==> src/rtl/idct_pkg.sv <==
// Shared IDCT types: FSM state encoding, datapath widths and the cosine coefficient type.
// The coefficient type is also used by the column pass.
package idct_pkg;

  typedef enum logic [1:0] {IDLE, RUN, FLUSH, DONE} state_t;

  localparam int IDCT_S_W     = 16;
  localparam int IDCT_ACC_W   = 32;
  localparam int IDCT_T_SHIFT = 8;

  // cos((2j+1)*i*pi/16) * 2048, truncated toward zero; row 0 is 2048/sqrt(2)
  typedef logic signed [11:0] coef_t;

endpackage

==> src/rtl/idct_row_mac_get_c_values.sv <==
// Combinational IDCT cosine table C[i][j]; zero latency, no flow control.
// The angle (2j+1)*i mod 32 is folded onto one quadrant of eight magnitudes plus a sign.
module get_c_values
  import idct_pkg::*;
(
  input  logic [2:0] i,
  input  logic [2:0] j,
  output coef_t      c_val
);

  logic [4:0]  m;
  logic [4:0]  idx;
  logic        neg;
  logic [11:0] mag;

  assign m = {1'b0, j, 1'b1} * {2'b00, i};

  always_comb begin
    idx = m;
    neg = 1'b0;
    if (m > 5'd8 && m <= 5'd16) begin
      idx = 5'd16 - m;
      neg = 1'b1;
    end else if (m > 5'd16 && m < 5'd24) begin
      idx = m - 5'd16;
      neg = 1'b1;
    end else if (m >= 5'd24) begin
      idx = 5'd0 - m;
    end
  end

  // idx 0 (m = 0 or 16) only arises for i == 0, which is overridden below
  always_comb begin
    case (idx)
      5'd1:    mag = 12'd2008;
      5'd2:    mag = 12'd1892;
      5'd3:    mag = 12'd1702;
      5'd4:    mag = 12'd1448;
      5'd5:    mag = 12'd1137;
      5'd6:    mag = 12'd783;
      5'd7:    mag = 12'd399;
      default: mag = 12'd0;
    endcase
  end

  assign c_val = (i == 3'd0) ? coef_t'(12'sd1448)
               : (neg ? -coef_t'(mag) : coef_t'(mag));

endmodule

==> src/rtl/idct_row_mac.sv <==
// Row pass of the 8x8 IDCT (T = S' x C), one MAC per cycle; first T write 10 cycles after start.
// hold freezes read issue for one cycle per cycle high; in-flight reads still drain.
module idct_row_mac
  import idct_pkg::*;
#(
  parameter int ADDR_W      = 7,
  parameter int S_BASE_ADDR = 0,
  parameter int T_BASE_ADDR = 64,
  parameter int S_W         = IDCT_S_W,
  parameter int ACC_W       = IDCT_ACC_W,
  parameter int T_SHIFT     = IDCT_T_SHIFT
) (
  input  logic                    Clock,
  input  logic                    Resetn,
  input  logic                    start,
  input  logic                    hold,
  output logic [ADDR_W-1:0]       S_address,
  input  logic signed [S_W-1:0]   S_read_data,
  output logic [ADDR_W-1:0]       T_address,
  output logic signed [ACC_W-1:0] T_write_data,
  output logic                    T_write_en,
  output logic                    busy,
  output logic                    done
);

  state_t state;

  // next element to issue
  logic [2:0] r_q, c_q, k_q;

  // issue stage: address on the RAM port this cycle
  logic       iss_vld;
  logic [2:0] iss_r, iss_c, iss_k;

  // data stage: S_read_data valid this cycle
  logic       dat_vld;
  logic [2:0] dat_r, dat_c, dat_k;

  logic signed [ACC_W-1:0] acc;
  logic signed [ACC_W-1:0] s_ext, c_ext, prod, sum;
  coef_t                   coef;

  logic can_issue, last_issue;

  assign can_issue  = (state == IDLE && start) || (state == RUN && !hold);
  assign last_issue = can_issue && (r_q == 3'd7) && (c_q == 3'd7) && (k_q == 3'd7);

  get_c_values u_c_values (
    .i     (dat_k),
    .j     (dat_c),
    .c_val (coef)
  );

  assign s_ext = ACC_W'(S_read_data);
  assign c_ext = ACC_W'(coef);
  assign prod  = s_ext * c_ext;
  assign sum   = ((dat_k == 3'd0) ? '0 : acc) + prod;

  assign busy = (state == RUN) || (state == FLUSH);
  assign done = (state == DONE);

  always_ff @(posedge Clock or negedge Resetn) begin
    if (!Resetn) begin
      state        <= IDLE;
      r_q          <= '0;
      c_q          <= '0;
      k_q          <= '0;
      iss_vld      <= 1'b0;
      iss_r        <= '0;
      iss_c        <= '0;
      iss_k        <= '0;
      dat_vld      <= 1'b0;
      dat_r        <= '0;
      dat_c        <= '0;
      dat_k        <= '0;
      acc          <= '0;
      S_address    <= '0;
      T_address    <= '0;
      T_write_data <= '0;
      T_write_en   <= 1'b0;
    end else begin
      iss_vld <= can_issue;
      if (can_issue) begin
        S_address <= ADDR_W'(S_BASE_ADDR) + ADDR_W'({r_q, k_q});
        iss_r     <= r_q;
        iss_c     <= c_q;
        iss_k     <= k_q;
        // 3-bit counters wrap to zero after the last element, ready for the next block
        k_q <= k_q + 3'd1;
        if (k_q == 3'd7) begin
          c_q <= c_q + 3'd1;
          if (c_q == 3'd7) r_q <= r_q + 3'd1;
        end
      end

      dat_vld <= iss_vld;
      dat_r   <= iss_r;
      dat_c   <= iss_c;
      dat_k   <= iss_k;

      T_write_en <= 1'b0;
      if (dat_vld) begin
        acc <= sum;
        if (dat_k == 3'd7) begin
          T_write_data <= sum >>> T_SHIFT;
          T_address    <= ADDR_W'(T_BASE_ADDR) + ADDR_W'({dat_r, dat_c});
          T_write_en   <= 1'b1;
        end
      end

      case (state)
        IDLE:    if (start) state <= RUN;
        RUN:     if (last_issue) state <= FLUSH;
        FLUSH:   if (T_write_en) state <= DONE;
        DONE:    state <= IDLE;
        default: state <= IDLE;
      endcase
    end
  end

endmodule

==> config.mk <==
export PLATFORM = sky130hd
export DESIGN_NAME = idct_row_mac
export DESIGN_NICKNAME = d
export VERILOG_FILES = /design/src/rtl/idct_pkg.sv /design/src/rtl/idct_row_mac_get_c_values.sv /design/src/rtl/idct_row_mac.sv
export SDC_FILE = /design/constraint.sdc
export NUM_CORES = 1
export LEC_CHECK = 0
export ABC_AREA = 1
export CORE_AREA = 2 2 211 213
export CTS_CLUSTER_DIAMETER = 60
export DETAILED_ROUTE_END_ITERATION = 8
export DIE_AREA = 0 0 213 215
export GPL_TIMING_DRIVEN = 0
export HOLD_SLACK_MARGIN = 0.1
export MAX_ROUTING_LAYER = met4
export SETUP_SLACK_MARGIN = 0.2
export SYNTH_ARGS = -nofsm -noshare
export SYNTH_HDL_FRONTEND = slang
export SYNTH_SLANG_ARGS = --single-unit
==> constraint.sdc <==
create_clock -name Clock -period 15.35 [get_ports Clock]
set_input_delay 3.07 -clock Clock [delete_from_list [all_inputs] [get_ports Clock]]
set_output_delay 3.07 -clock Clock [all_outputs]
set_load 0.02 [all_outputs]
==> impl_results.md <==
* Worst path required time at 15.57 ns
* Asr flop ratio synth at 1.00
* Overall fraction of global-route tracks in use at 0.169
* Height of the die at 215 um
* Leading area contributor after synthesis: fa_1
* Cell with the most instances after synthesis: inv_1
* Standard-cell row count at 77
* Max-Cap Viols at 0
* Synthesized-area fraction occupied by ao, oa, aoi and oai cells at 0.0851
* Clock buffer count from CTS at 9
* Number of cells upsized or downsized after cts at 0
* Clock sink count at 95
* Cell types with the highest counts after synthesis: inv_1, nand2_1, fa_1
* Peak Freq at 92.2 MHz
* Largest driver fanout on the critical path at 10
* Ratio of final minimum period to clock period at 0.706
* Die width at 213 um
* Number of warnings reported in the yosys synthesis log at 0
* Xor and xnor area share after synthesis at 0.0334
* Nature of the critical path startpoint: flop
* EDFF count, synth at 0
* Type of the most critical hold path: reg2reg
* Worst hold path depth at 0
* Category of the critical setup timing path: reg2reg
* Number of antenna repair diodes at 0
* Most prevalent standard cell on the critical path: fa_1
* Buffers added on ports at 61
* Sequential area share after synthesis at 0.178
* Met3 Resource Use GR at 0.0186
* I/O pin count at 69
* Total Nets Final at 2056
* Worst Reg2Reg Path Length in Cells at 47
* Data arrival, critical path at 11.06 ns
* Worst-Margin Slew at 0.933 ns
* First DRT Iteration DRCs at 578
* Adder-cell share of the synthesized area at 0.372
* Starting utilization of the core area at 0.306
* Syn-to-layout area delta at 12.6%
* Setup fix buffers added after clock tree synthesis at 0
* Final setup violation count at 0
* Syn Nets at 1983
* CTS clk-pin slew, worst paths at 0.08 ns
* Buffers from clock root to sink, at most at 2
* Met2 capacity usage during global routing at 0.283
* Mean cell area of the mapped netlist at 7.98 um2
* CTS tree: yes
* TNS Setup at 0 ns
* Synth Instances at 1675
* Pin count of the biggest net entering global routing at 56
* Fraction of post-synthesis cell area in the top cell type by area at 0.274
* Element type at the critical path end: flop
* Multiplexer fraction of the synthesized cell area at 0.0134
* Clk_skew at 0.00994 ns
* Vias per inst at 4.66
* Count of nets left with antenna violations after detail routing at 0
* Final global-route overflow total at 0
* Initial antenna violation count at 0
* Fraction of layout instances using a drive strength above 1 at 0.0610
* CTS root buf: clkbuf_16
* Sum of net half-perimeters after detailed placement at 30.2 mm
* Slew headroom at 0.373
* Peak per-stage delay on the critical path at 0.64 ns
* Share of synthesized cell area in and, or, nand and nor gates at 0.194
* CORE AREA at 43600 um2
* Hold-fix buffers, CTS at 0
* Number of max-slew violations in the final report at 0
* Total number of vias at 10.9k
* Number of endpoints with negative hold slack in the final report at 0
* Post-detailed-routing wire length at 35.8 mm
* Number of global-route vias before repair at 11.4k
* Most crowded layer after global routing: met2
* Largest cells by area after synthesis: fa_1, dfrtp_1, inv_1, ha_1, nand2_1
* DRC viols at 0
* Unrepaired setup endpoints after global routing: false
* Final estimated routing congestion in global placement at 0.948
* Most used DFF post-synth: dfrtp_1
* Die ar. at 45800 um2
* Clock latency reported for the late side of the worst-skew pair at 0.36 ns
* Worst min-delay path startpoint: iss_vld
* First-pass iteration count of the detailed router at 5
* Crit Reg-Reg Endpoint: acc[27]
* Critical register-to-register path startpoint: dat_k[0]
* End point of the worst hold path: dat_vld
* Register-to-Register Setup Slack at 4.51 ns
* Met1 Use GR at 0.223
* Routed wire length per instance at 15.3 um
* Dominant combinational cell family by area after synthesis: adder cells
* Clock period minus final worst setup slack at 10.84 ns
* Combined area of all synthesized cells at 13400 um2
* Seq cells post-synth at 95
* Number of distinct library cell variants in the gate-level netlist after synthesis at 55
* Outcome: completed
* Global-route wire length before repair at 60.3 mm
* Number of levels the H-tree was split into at 3
* Critical-path top delay cell: fa_1
## cell usage in the layout, fill, tap and decap left out, drive strengths merged, types with 3 or more instances in the layout
cell / n
clkbuf: 30
ha: 105
o21a: 3
o21bai: 3
inv: 364
nand4: 21
nor2: 143
o211ai: 3
o21ai: 74
a21o: 8
nor3: 8
buf: 36
dfrtp: 95
o31ai: 5
mux2: 15
a21oi: 88
xor2: 26
fa: 183
clkinv: 5
clkdlybuf4s50: 60
xnor2: 25
a31oi: 6
or2: 8
nand2: 356
a221oi: 3
nand3: 64
## state kept, by name, indices dropped and copies added (netlist names), 2 cells and up
signal / flops
acc: 32
T_write_data: 24
T_address: 7
c_q: 3
dat_c: 3
dat_k: 3
dat_r: 3
iss_c: 3
iss_r: 3
k_q: 3
r_q: 3
iss_k: 2
state: 2
## per-layer routing
layer / wire length (um) / part of all wire / vias to the layer above
li1: - / - / 5260
met1: 16300 / 0.45 / 5388
met2: 17600 / 0.49 / 247
met3: 1480 / 0.041 / 34
met4: 516 / 0.014 / 0
met5: 0 / 0 / -
## worst max path at each step
stage | to | slack [ns] | startpoint
6_report | acc[27] | 4.51 | dat_k[0]
5_1_grt | acc[30] | 3.68 | dat_k[0]
4_1_cts | acc[30] | 4.48 | dat_k[0]
3_5_place_dp | acc[30] | 4.53 | dat_k[0]
3_3_place_gp | acc[30] | 4.51 | dat_k[0]
2_1_floorplan | acc[27] | 5.94 | dat_k[0]
## through the flow
step,hold WS [ns],utilization,cell area (um2),cells,setup WS [ns]
global route,0.373,0.345,15100,2345,3.68
detailed placement,0.337,0.338,14700,2329,4.53
finish,0.352,0.345,15100,2345,4.51
CTS,0.353,0.345,15100,2345,4.48
global placement,0.335,0.337,14700,2328,4.51
floorplan,0.331,-,13400,1675,5.94
## critical path, delay by kind of cell, from the launching register on
family / cells / cell delay, ns
xor gates and xnor gates: 2 / 0.56
adders and majority gates: 11 / 4.93
buffers and inverters: 9 / 1.08
AOI/OAI and AO/OA: 11 / 2.15
and+or+nand+nor: 14 / 1.64
DFF: 1 / 0.36
## final cells by class
type,count,area (um2)
repair buffers,62,636
flip-flops and latches,95,2380
clock inverters,7,85.1
multi-input cells,1162,9340
inverters,363,1360
plain buffers,55,293
well taps,592,741
fillers,4552,28600
clock buffers,9,225
## kinds of logic after synthesis
family / after synthesis
adder cells (fa/ha/maj): 288
buffers and inverters: 418
multiplexers: 16
XOR/XNOR: 51
AO/OA/AOI/OAI: 200
other: 1
flip-flops: 95
AND/OR/NAND/NOR: 606
Power is left out: the tool's default activity adds up to more than one toggle a clock period on the data nets, which glitch-free logic cannot reach.
